### config.mk
export PLATFORM = sky130hd
export DESIGN_NAME = ex_muldiv
export DESIGN_NICKNAME = d
export VERILOG_FILES = /design/src/rtl/ex_muldiv.sv
export SDC_FILE = /design/constraint.sdc
export NUM_CORES = 1
export LEC_CHECK = 0
export CORE_MARGIN = 4
export CORE_UTILIZATION = 35
export DETAILED_ROUTE_END_ITERATION = 16
export MAX_ROUTING_LAYER = met4
export PLACE_DENSITY_LB_ADDON = 0.25
export SETUP_SLACK_MARGIN = 0.4
export SLEW_MARGIN = 30
export SYNTH_ARGS = -nofsm -noshare
export SYNTH_HDL_FRONTEND = slang
export SYNTH_SLANG_ARGS = --single-unit
### constraint.sdc
create_clock -name clk -period 12.85 [get_ports clk]
set_input_delay 3.2125 -clock clk [delete_from_list [all_inputs] [get_ports clk]]
set_output_delay 3.2125 -clock clk [all_outputs]
set_load 0.05 [all_outputs]
### src/rtl/ex_muldiv.sv
// ex_muldiv: iterative RV32M multiply/divide unit for the EX stage.
// It stalls the front of the pipeline while it works, then presents the result
// and destination in DONE until the EX/MEM register accepts them.
// Optional macro MULDIV_FAST_MUL_EN: the four multiply ops finish in one cycle
// using a combinational 33x33 signed product. Divides always iterate.
module ex_muldiv #(
    parameter int unsigned XLEN           = 32,
    parameter int unsigned BITS_PER_CYCLE = 1
) (
    input  logic            clk,
    input  logic            rst_n,
    input  logic            start_i,
    input  logic [2:0]      op_i,
    input  logic [XLEN-1:0] src1_i,
    input  logic [XLEN-1:0] src2_i,
    input  logic [4:0]      dest_i,
    input  logic            squash_i,
    input  logic            hold_i,
    output logic            stall_o,
    output logic            done_o,
    output logic [XLEN-1:0] result_o,
    output logic [4:0]      dest_o
);

    localparam int unsigned CALC_LEN = XLEN / BITS_PER_CYCLE;
    localparam int unsigned CNT_W    = $clog2(CALC_LEN);
    localparam int unsigned DW       = 2 * XLEN;

    localparam logic [2:0] OP_MUL    = 3'd0;
    localparam logic [2:0] OP_MULH   = 3'd1;
    localparam logic [2:0] OP_MULHSU = 3'd2;
    localparam logic [2:0] OP_DIV    = 3'd4;
    localparam logic [2:0] OP_REM    = 3'd6;

    typedef enum logic [1:0] {S_IDLE, S_CALC, S_DONE} state_e;

    state_e            state_q, state_d;
    logic [2:0]        op_q, op_d;
    logic [4:0]        dest_q, dest_d;
    logic [CNT_W-1:0]  cnt_q, cnt_d;
    logic [DW-1:0]     acc_q, acc_d;
    logic [XLEN-1:0]   opb_q, opb_d;
    logic              neg_q, neg_d;
    logic              done_q, done_d;
    logic [XLEN-1:0]   result_q, result_d;

    logic              s1_signed, s2_signed, s1_neg, s2_neg, is_div_i, div_ovf;
    logic [XLEN-1:0]   mag1, mag2;
    logic [DW-1:0]     acc_step, prod_fix;
    logic [XLEN-1:0]   div_sel, div_fix, calc_res;

    // One radix-2 step: shift-add multiply (LSB first) or restoring divide.
    // Multiply keeps {partial_hi, multiplier}; divide keeps {remainder, dividend/quotient}.
    function automatic logic [DW-1:0] step(input logic [DW-1:0] acc,
                                           input logic [XLEN-1:0] b,
                                           input logic is_div);
        logic [XLEN:0] sum;
        logic [XLEN:0] r;
        logic [XLEN:0] diff;
        sum  = {1'b0, acc[DW-1:XLEN]} + (acc[0] ? {1'b0, b} : '0);
        r    = acc[DW-1:XLEN-1];
        diff = r - {1'b0, b};
        if (!is_div)
            step = {sum, acc[XLEN-1:1]};
        else if (!diff[XLEN])
            step = {diff[XLEN-1:0], acc[XLEN-2:0], 1'b1};
        else
            step = {r[XLEN-1:0], acc[XLEN-2:0], 1'b0};
    endfunction

    // Operand signedness, magnitudes and special-case detection for the incoming op.
    always_comb begin
        s1_signed = (op_i == OP_MULH) || (op_i == OP_MULHSU) || (op_i == OP_DIV) || (op_i == OP_REM);
        s2_signed = (op_i == OP_MULH) || (op_i == OP_DIV) || (op_i == OP_REM);
        s1_neg    = s1_signed && src1_i[XLEN-1];
        s2_neg    = s2_signed && src2_i[XLEN-1];
        mag1      = s1_neg ? (-src1_i) : src1_i;
        mag2      = s2_neg ? (-src2_i) : src2_i;
        is_div_i  = op_i[2];
        div_ovf   = ((op_i == OP_DIV) || (op_i == OP_REM))
                    && (src1_i == {1'b1, {(XLEN-1){1'b0}}}) && (src2_i == '1);
    end

    // Iteration datapath and final-cycle sign correction.
    always_comb begin
        acc_step = acc_q;
        for (int i = 0; i < int'(BITS_PER_CYCLE); i++) begin
            acc_step = step(acc_step, opb_q, op_q[2]);
        end
        prod_fix = neg_q ? (-acc_step) : acc_step;
        div_sel  = op_q[1] ? acc_step[DW-1:XLEN] : acc_step[XLEN-1:0];
        div_fix  = neg_q ? (-div_sel) : div_sel;
        if (op_q[2])
            calc_res = div_fix;
        else if (op_q == OP_MUL)
            calc_res = prod_fix[XLEN-1:0];
        else
            calc_res = prod_fix[DW-1:XLEN];
    end

`ifdef MULDIV_FAST_MUL_EN
    logic signed [XLEN:0]     fast_a, fast_b;
    logic signed [2*XLEN+1:0] fast_prod;
    logic [XLEN-1:0]          fast_res;

    // Single-cycle signed 33x33 product; sign extension encodes operand signedness.
    always_comb begin
        fast_a    = signed'({s1_signed & src1_i[XLEN-1], src1_i});
        fast_b    = signed'({s2_signed & src2_i[XLEN-1], src2_i});
        fast_prod = fast_a * fast_b;
        fast_res  = (op_i == OP_MUL) ? fast_prod[XLEN-1:0] : fast_prod[DW-1:XLEN];
    end
`endif

    // Next-state and next-output logic.
    always_comb begin
        state_d  = state_q;
        op_d     = op_q;
        dest_d   = dest_q;
        cnt_d    = cnt_q;
        acc_d    = acc_q;
        opb_d    = opb_q;
        neg_d    = neg_q;
        done_d   = done_q;
        result_d = result_q;
        case (state_q)
            S_IDLE: begin
                done_d = 1'b0;
                if (start_i && !squash_i) begin
                    op_d    = op_i;
                    dest_d  = dest_i;
                    cnt_d   = '0;
                    neg_d   = (op_i == OP_REM) ? s1_neg : (s1_neg ^ s2_neg);
                    acc_d   = {{XLEN{1'b0}}, (is_div_i ? mag1 : mag2)};
                    opb_d   = is_div_i ? mag2 : mag1;
                    state_d = S_CALC;
                    if (is_div_i && (src2_i == '0)) begin
                        result_d = op_i[1] ? src1_i : '1;
                        done_d   = 1'b1;
                        state_d  = S_DONE;
                    end else if (div_ovf) begin
                        result_d = op_i[1] ? '0 : {1'b1, {(XLEN-1){1'b0}}};
                        done_d   = 1'b1;
                        state_d  = S_DONE;
                    end
`ifdef MULDIV_FAST_MUL_EN
                    else if (!is_div_i) begin
                        result_d = fast_res;
                        done_d   = 1'b1;
                        state_d  = S_DONE;
                    end
`endif
                end
            end
            S_CALC: begin
                acc_d = acc_step;
                if (squash_i) begin
                    state_d = S_IDLE;
                end else if (cnt_q == CNT_W'(CALC_LEN - 1)) begin
                    result_d = calc_res;
                    done_d   = 1'b1;
                    state_d  = S_DONE;
                end else begin
                    cnt_d = cnt_q + CNT_W'(1);
                end
            end
            S_DONE: begin
                if (squash_i || !hold_i) begin
                    done_d  = 1'b0;
                    state_d = S_IDLE;
                end
            end
            default: begin
                done_d  = 1'b0;
                state_d = S_IDLE;
            end
        endcase
    end

    // State and datapath registers.
    always_ff @(posedge clk or negedge rst_n) begin
        if (!rst_n) begin
            state_q  <= S_IDLE;
            op_q     <= '0;
            dest_q   <= '0;
            cnt_q    <= '0;
            acc_q    <= '0;
            opb_q    <= '0;
            neg_q    <= 1'b0;
            done_q   <= 1'b0;
            result_q <= '0;
        end else begin
            state_q  <= state_d;
            op_q     <= op_d;
            dest_q   <= dest_d;
            cnt_q    <= cnt_d;
            acc_q    <= acc_d;
            opb_q    <= opb_d;
            neg_q    <= neg_d;
            done_q   <= done_d;
            result_q <= result_d;
        end
    end

    // Stall holds IF/ID and ID/EX while an op is being accepted or iterating.
    always_comb begin
        stall_o = rst_n && (((state_q == S_IDLE) && start_i) || (state_q == S_CALC));
    end

    assign done_o   = done_q;
    assign result_o = result_q;
    assign dest_o   = dest_q;

endmodule

Word level (Yosys, flattened, before mapping). Cells that the tools add are included.

Register bits after elaboration: 145. Latch bits: 0. RAM bits: 0. Bits in read-only memories: 0. Input bits: 77. Output and inout port bits: 39. Memories: 0.

$add $sub $neg: 7. Multiply operators: 0. Divide/modulo/power cells: 0. Order comparisons: 0. Eq/ne operators: 16. Shifts and indexed selects: 0. Multiplexer cells: 41. Bitwise gates (word level): 1. Reductions and logical operators: 28.

Operators by type and width (count): $mux W32 (16); $mux W64 (4); $pmux W64 S2 (1); $neg A32 Y32 (3); $eq A32 B32 Y1 const B (2); $neg A64 Y64 (1); $pmux W32 S2 (1); $add A32 B32 Y33 (1); $sub A33 B32 Y33 (1); $logic_not A32 Y1 (1); $mux W5 (3); $mux W2 (6); $ne A2 B2 Y1 const B (5); $pmux W5 S2 (1); $logic_and A1 B1 Y1 (8); $logic_or A1 B1 Y1 (8); $mux W1 (7); $eq A3 B3 Y1 const B (2); $ne A3 B3 Y1 const B (2); $pmux W2 S3 (1); $reduce_and A3 Y1 (2); $add A5 B1 Y5 const B (1); $eq A5 B5 Y1 const B (1); $reduce_and A5 Y1 (1); other kinds (12) (14).

Depth between registers and ports, before layout. Gate-level depths: netlist (run 1).

Depth in word-level cells: 10. Gate-level depth with buffers: 26. Mapped depth without buffers: 24.

Worst setup path before layout (run 1). Ideal clock, no wire load.

Kind: input-to-output. Start: input port start_i. End: output port stall_o. Arrival time: 4.400 ns. Path slack: 5.238 ns. Stages: 2. Cells stage by stage: nor2_1 -> nor3b_1.

Word-level cells in the longest chain between the ends: 3.

Ends and longest elaborated chain: from (decl) (line 12) `input logic start_i,`; $logic_and A1 B1 Y1 (line 207) `stall_o = rst_n && (((state_q == S_IDLE) && start_i) || (state_q == S_CALC));`; $logic_or A1 B1 Y1 (line 207); $logic_and A1 B1 Y1 (line 207); to (decl) (line 19) `output logic stall_o,`.

No other way between the ends.

Worst setup path in the final report (run 1). Same ends and word-level chain as after synthesis.

==> results of run 1 <==
-- worst max-delay path: stages --
cell	delay [ns]
clkdlybuf4s50_1	0.55
nor2_1	0.06
nor3b_1	0.19
clkdlybuf4s50_1	0.85
-- kinds of logic after synthesis --
kind of cell    synth area share (%)
compound gates                  32.7
xor+xnor                        8.04
fa+ha+maj                       5.14
buf+inv                         5.52
flops                           20.1
mux                             3.67
simple gates                    24.8
-- worst max-delay path by stage --
| stage | slack, ns | to | from |
|---|---|---|---|
| after detailed placement | 4.79 | stall_o | start_i |
| after global routing | 4.71 | stall_o | start_i |
| after floorplan | 5.24 | stall_o | start_i |
| after global placement | 4.79 | stall_o | start_i |
| after CTS | 4.77 | stall_o | start_i |
| final | 4.77 | stall_o | start_i |
-- through the flow --
stage / instance area (sq um) / utilization [%]
2_1_floorplan: 18100 / -
3_3_place_gp: 19700 / 38.4
3_5_place_dp: 19700 / 38.4
4_1_cts: 20300 / 39.6
5_1_grt: 20300 / 39.6
6_report: 20300 / 39.6
-- power groups by stage --
stage / clock network (mW) / logic, mW / registers [mW]
floorplan: 0 / 3.08 / 0.740
global placement: 0 / 4.45 / 0.936
detailed placement: 0 / 4.46 / 0.941
CTS: 0.522 / 4.49 / 0.933
global route: 0.539 / 4.92 / 0.961
finish: 0.515 / 4.62 / 0.952
-- synth_stat cells (42+ instances only) --
cell type / n / area [sq um]
nand2_1: 318 / 1190
o21ai_0: 264 / 1320
a21oi_1: 213 / 1070
nor2_1: 212 / 796
dfrtp_1: 145 / 3630
clkbuf_1: 144 / 541
xnor2_1: 85 / 744
xor2_1: 81 / 709
ha_1: 71 / 888
inv_1: 65 / 244
nor3_1: 64 / 320
nand3_1: 52 / 260
and2_1: 50 / 313
mux2i_1: 46 / 460
a31oi_1: 43 / 269
o221ai_1: 42 / 368
-- metal layers --
layer  GRT usage (%)  vias to the layer above
li1                -                     9423
met4            12.0                        0
met5               -                        -
met2            49.5                     1132
met3            6.07                      213
met1            42.0                     9949
-- layout make-up --
class	count	area, sq um	area share [%]
Clock inverter	14	144	0.710
Antenna cell	1	2.50	0.0123
Timing Repair Buffer	153	1450	7.16
Sequential cell	145	3630	17.9
Tap cell	680	851	4.20
Clock buffer	18	439	2.17
Inverter	66	248	1.22
Multi-Input combinational cell	2141	13500	66.6
-- state kept, by name, indices dropped and copies added, names as in the netlist --
name      cells
result_o     32
neg_q         1
state_q       2
done_o        1
op_q          3
dest_o        5
opb_q        32
cnt_q         5
acc_q        64
==> results.txt, run 1 <==
Die W - 235 um
Initial antenna violation count - 3
Highest routed layer - met4
Fmax - 124 MHz
Setup TNS - 0 ns
Post CTS Setup Buffer Count - 0
Dpl ws - 4.79 ns
CP Capture Type - primary output
Crit start category - input pin
Die Y-Extent - 235 um
FP Rows - 83
Pre-Repair DR Iteration Count - 6
Sw Ratio - 61.5%
Seq/Total Area, Yosys - 20.1%
Starting Density - 35.3%
Area grow syn2layout - 12.2%
Hold_ws - 0.482 ns
Warnings from Yosys - 0
Vias in the first global route - 19400
Most frequent cells in the layout - 318 x nand2_1, 260 x o21ai_0, 213 x a21oi_1, 211 x nor2_1, 142 x dfrtp_1
PwrDens - 300 mW/mm^2
Clock latency on the worst-skew pair - 0.50 ns
PortBufs - 115
Sequential share of power - 15.6%
Relative slew slack - 32.7%
Clock Pin Slew Worst Setup and Hold Paths - 0.07 ns
Vias per cell - 6.44
Synth cell types - 99
I/O pin cnt - 116
Reg2reg end - result_o[24]
Die Footprint - 0.0553 sq mm
Commonest non-fill, non-tap cell in the layout - nand2_1
Gate power share - 75.9%
Skew final - 0.0190 ns
Layout cells sized above 1 - 6.03%
EDFF count, synth - 0
DR vias - 20700
Peak supply drop - 0.165 mV
Leak - 7.83 nW
Worst setup margin - 4.77 ns
Gr usage total - 32.1%
Layout filler cell count - 5396
HP Class - reg -> reg
Final GP Congestion - 1.05
Hold-fix buffers at CTS - 0
Cell Area, Synth - 0.0181 sq mm
DP HPWL - 69.8 mm
Core Footprint - 0.0512 sq mm
Fin. Hold Viols - 0
DRT antenna net count - 0
DR WL/cell - 27.9 um
Clock buffer depth - 2
Switch Pwr - 3.75 mW
Met2 wire len - 40.3 mm
Hold Path Origin - result_o[5]
Ys flop type - dfrtp_1
Max Transition Viols Final - 0
Hold depth - 2
RSZ-0062 raised after global routing - false
Overall power - 6.09 mW
Routed wire length - 89.7 mm
Clock network power share - 8.5%
Worst hold path endpoint - result_o[5]
Initial DRC Count - 2578
CTS tree - yes
R2R cell count - 23
Final Non-Filler Cells - 3218
Max FO, Critical Path - 5
First-pass GRT wire length - 131 mm
Critical path class - in -> out
Max-Cap Viols - 0
Pin count of the biggest net entering global routing - 172
Final period utilization - 62.9%
CP Data Required Time - 9.64 ns
# clock sinks - 145
Setup Viol. Count Final - 0
Number of H-tree levels - 4
R2R setup slack - 5.50 ns
Worst Max-Slew Pin Slew - 1.00 ns
Placed cells - 3185
Status - finished, final reports clean
TritonCTS Buffers - 17
Mapped Cells - 2535
Internal - 2.34 mW
Reg2reg start - acc_q[31]
Metal-1 WL - 37.7 mm
Asr flop ratio synth - 100%
Number of synthesized register bits - 145
Post-CTS Resized - 0
DR WL met3 - 7.82 mm
CTS Root Cell - clkbuf_16
Layout Nets - 2674
Grt total ovfl - 0
# DRC - 0
Minimum clock period after layout - 8.08 ns
WP data arrival - 4.87 ns
Post-Syn Nets - 2685
Mean area per synthesized cell - 7.13 sq um
Note: power is estimated with default switching activity, not from simulation.
==> run 2, diff against run 1 <==
- clock period: 12.85 -> 7.04 ns (I/O delays scaled with it)
==> run 2 against run 1 <==
Net effect: clock-buffer cell count rose by 2; setup slack lost 4.1 ns; register-to-register slack lost 4.8 ns; critical path depth grew 19; die area stayed put; sequential share of layout area shrank 0.28 points; sequential power rose by 74%; combinational power increased by 90%.
==> results.txt, run 2 (synthesized netlist as in run 1, its figures left out) <==
DR WL met3 - 8.67 mm (+11%)
Core Footprint - 0.0512 sq mm (unchanged)
Pre-Repair DR Iteration Count - 9 (+3)
Metal-1 WL - 38.5 mm (+2.3%)
Met2 wire len - 41.5 mm (+3.1%)
RSZ-0062 raised after global routing - false
CTS tree - yes
# clock sinks - 145 (unchanged)
Setup TNS - 0 ns (unchanged)
Starting Density - 35.3% (unchanged)
Minimum clock period after layout - 6.33 ns
I/O pin cnt - 116 (unchanged)
Layout Utilization - 40.2% (+0.64 points)
DP HPWL - 72.7 mm (+4.1%)
Layout cells sized above 1 - 7.27% (+1.2 points)
Hold Path Origin - dest_o[2]
CP Capture Type - register
Max FFs per register - 64 (unchanged)
Overall power - 11.4 mW (+87%)
PwrDens - 553 mW/mm^2 (+84%)
Pin count of the biggest net entering global routing - 124 (-28%)
Most flops, register - acc_q
DR vias - 21100 (+1.7%)
Number of H-tree levels - 4 (unchanged)
FP Rows - 83 (unchanged)
Clock latency on the worst-skew pair - 0.51 ns (about the same)
Commonest non-fill, non-tap cell in the layout - nand2_1
Die Y-Extent - 235 um (unchanged)
R2R setup slack - 0.71 ns (-4.79 ns)
DR WL/cell - 28.6 um (+2.5%)
DRT antenna net count - 0 (unchanged)
WP data arrival - 6.73 ns (+1.86 ns)
Peak supply drop - 0.264 mV (+60%)
Initial DRC Count - 2964 (+15%)
Highest routed layer - met4
Initial antenna violation count - 11 (+8)
Worst Max-Slew Pin Slew - 1.02 ns (+0.0192 ns)
Leak - 8.02 nW (+2.5%)
Routed wire length - 93.1 mm (+3.8%)
HP Class - reg -> reg
Final period utilization - 90.0%
Crit start category - register
Placed cells - 3221 (+1.1%)
Setup Viol. Count Final - 0 (unchanged)
Worst hold path endpoint - dest_o[2]
# DRC - 0 (unchanged)
Reg2reg start - acc_q[31]
Clock buffer depth - 2 (unchanged)
Grt total ovfl - 0 (unchanged)
PortBufs - 115 (unchanged)
Area grow syn2layout - 14.0%
Max Transition Viols Final - 0 (unchanged)
Clock Pin Slew Worst Setup and Hold Paths - 0.07 ns (about the same)
CTS Root Cell - clkbuf_16
Vias per cell - 6.47 (+0.46%)
Crit path launch - acc_q[31]
Status - finished, final reports clean
Vias in the first global route - 19300 (-0.48%)
Final GP Congestion - 1.02 (-2.8%)
Max-Cap Viols - 0 (unchanged)
CP Data Required Time - 7.43 ns (-2.21 ns)
Fmax - 158 MHz
Hold depth - 2 (unchanged)
TritonCTS Buffers - 17 (unchanged)
Most frequent cells in the layout - 318 x nand2_1, 261 x o21ai_0, 213 x a21oi_1, 211 x nor2_1, 142 x dfrtp_1
Reg2reg end - result_o[24]
Dpl ws - 0.339 ns (-4.45 ns)
Die W - 235 um (unchanged)
Fin. Hold Viols - 0 (unchanged)
Max FO, Critical Path - 14 (+9)
Die Footprint - 0.0553 sq mm (unchanged)
Relative slew slack - 31.3% (-1.4 points)
Worst setup margin - 0.707 ns (-4.06 ns)
R2R cell count - 23 (unchanged)
Critical path class - reg -> reg
Skew final - 0.0186 ns (-0.000390 ns)
Layout Nets - 2711 (+1.4%)
Final Non-Filler Cells - 3258 (+1.2%)
Hold-fix buffers at CTS - 0 (unchanged)
Gr usage total - 33.1% (+1.0 points)
First-pass GRT wire length - 134 mm (+2.3%)
==> run 2: cell count changes in the layout (fill, tap and decap cells not counted), moves of 3 or more <==
cell	previous run	this run
diode_2	1	6
inv_8	3	0
buf_4	37	72
inv_6	4	0
clkinv_2	0	4
==> run 2: cell type report <==
| class | count | area (sq um) |
|---|---|---|
| diodes | 6 | 15.0 |
| clock buffers | 20 | 457 |
| clock inverters | 10 | 114 |
| fillers | 5354 | 30600 |
| inverters | 66 | 248 |
| multi-input cells | 2141 | 13500 |
| flip-flops and latches | 145 | 3630 |
| well taps | 680 | 851 |
| repair buffers | 190 | 1770 |
==> run 2: where the power goes <==
group / switching [mW] / total (mW) / internal [mW]
Sequential: 0.552 / 1.66 / 1.11
Combinational: 5.90 / 8.77 / 2.87
Clock: 0.426 / 0.959 / 0.533
==> run 2: worst max path at each step <==
stage	end	slack [ns]	cells past startpoint
floorplan	result_o[24]	0.93	25
global placement	result_o[24]	0.54	23
detailed placement	result_o[24]	0.34	23
CTS	result_o[24]	0.47	23
global route	result_o[24]	0.39	23
finish	result_o[24]	0.71	23
==> run 2: routing by layer <==
layer | vias to the layer above | global-route usage, %
met4 | 0 | 13.7
met5 | - | -
li1 | 9456 | -
met3 | 197 | 7.10
met2 | 1156 | 50.8
met1 | 10300 | 42.5
==> run 2: critical path, cell delays in order, from the launching register on <==
cell	delay, ns
dfrtp_1	0.38
inv_1	0.07
ha_1	0.16
inv_1	0.06
fa_1	0.45
a211oi_4	0.33
nor3_4	0.10
o2111a_2	0.33
o21a_4	0.30
o21ai_4	0.20
and3_1	0.26
ha_1	0.24
nor3b_2	0.22
o221ai_1	0.20
nor2_2	0.21
nand2_1	0.15
nand4b_1	0.24
or4_1	0.49
or4_1	0.57
or3_1	0.41
mux2i_1	0.14
o31ai_1	0.25
o211ai_1	0.12
a221o_1	0.33
==> run 2: metrics by stage <==
| stage | area, sq um | hold WS, ns |
|---|---|---|
| after floorplan | 18100 | 0.464 |
| after global placement | 19900 | 0.462 |
| after detailed placement | 20000 | 0.472 |
| after CTS | 20500 | 0.489 |
| after global routing | 20600 | 0.504 |
| final | 20600 | 0.483 |
==> run 2: timing repair <==
action / 4_1_cts / 5_1_grt
gates resized for setup: 1 / 5
pin swaps: 0 / 1
setup endpoints to repair: 1 / 11
gates cloned: 0 / 0
setup buffers: 0 / 1
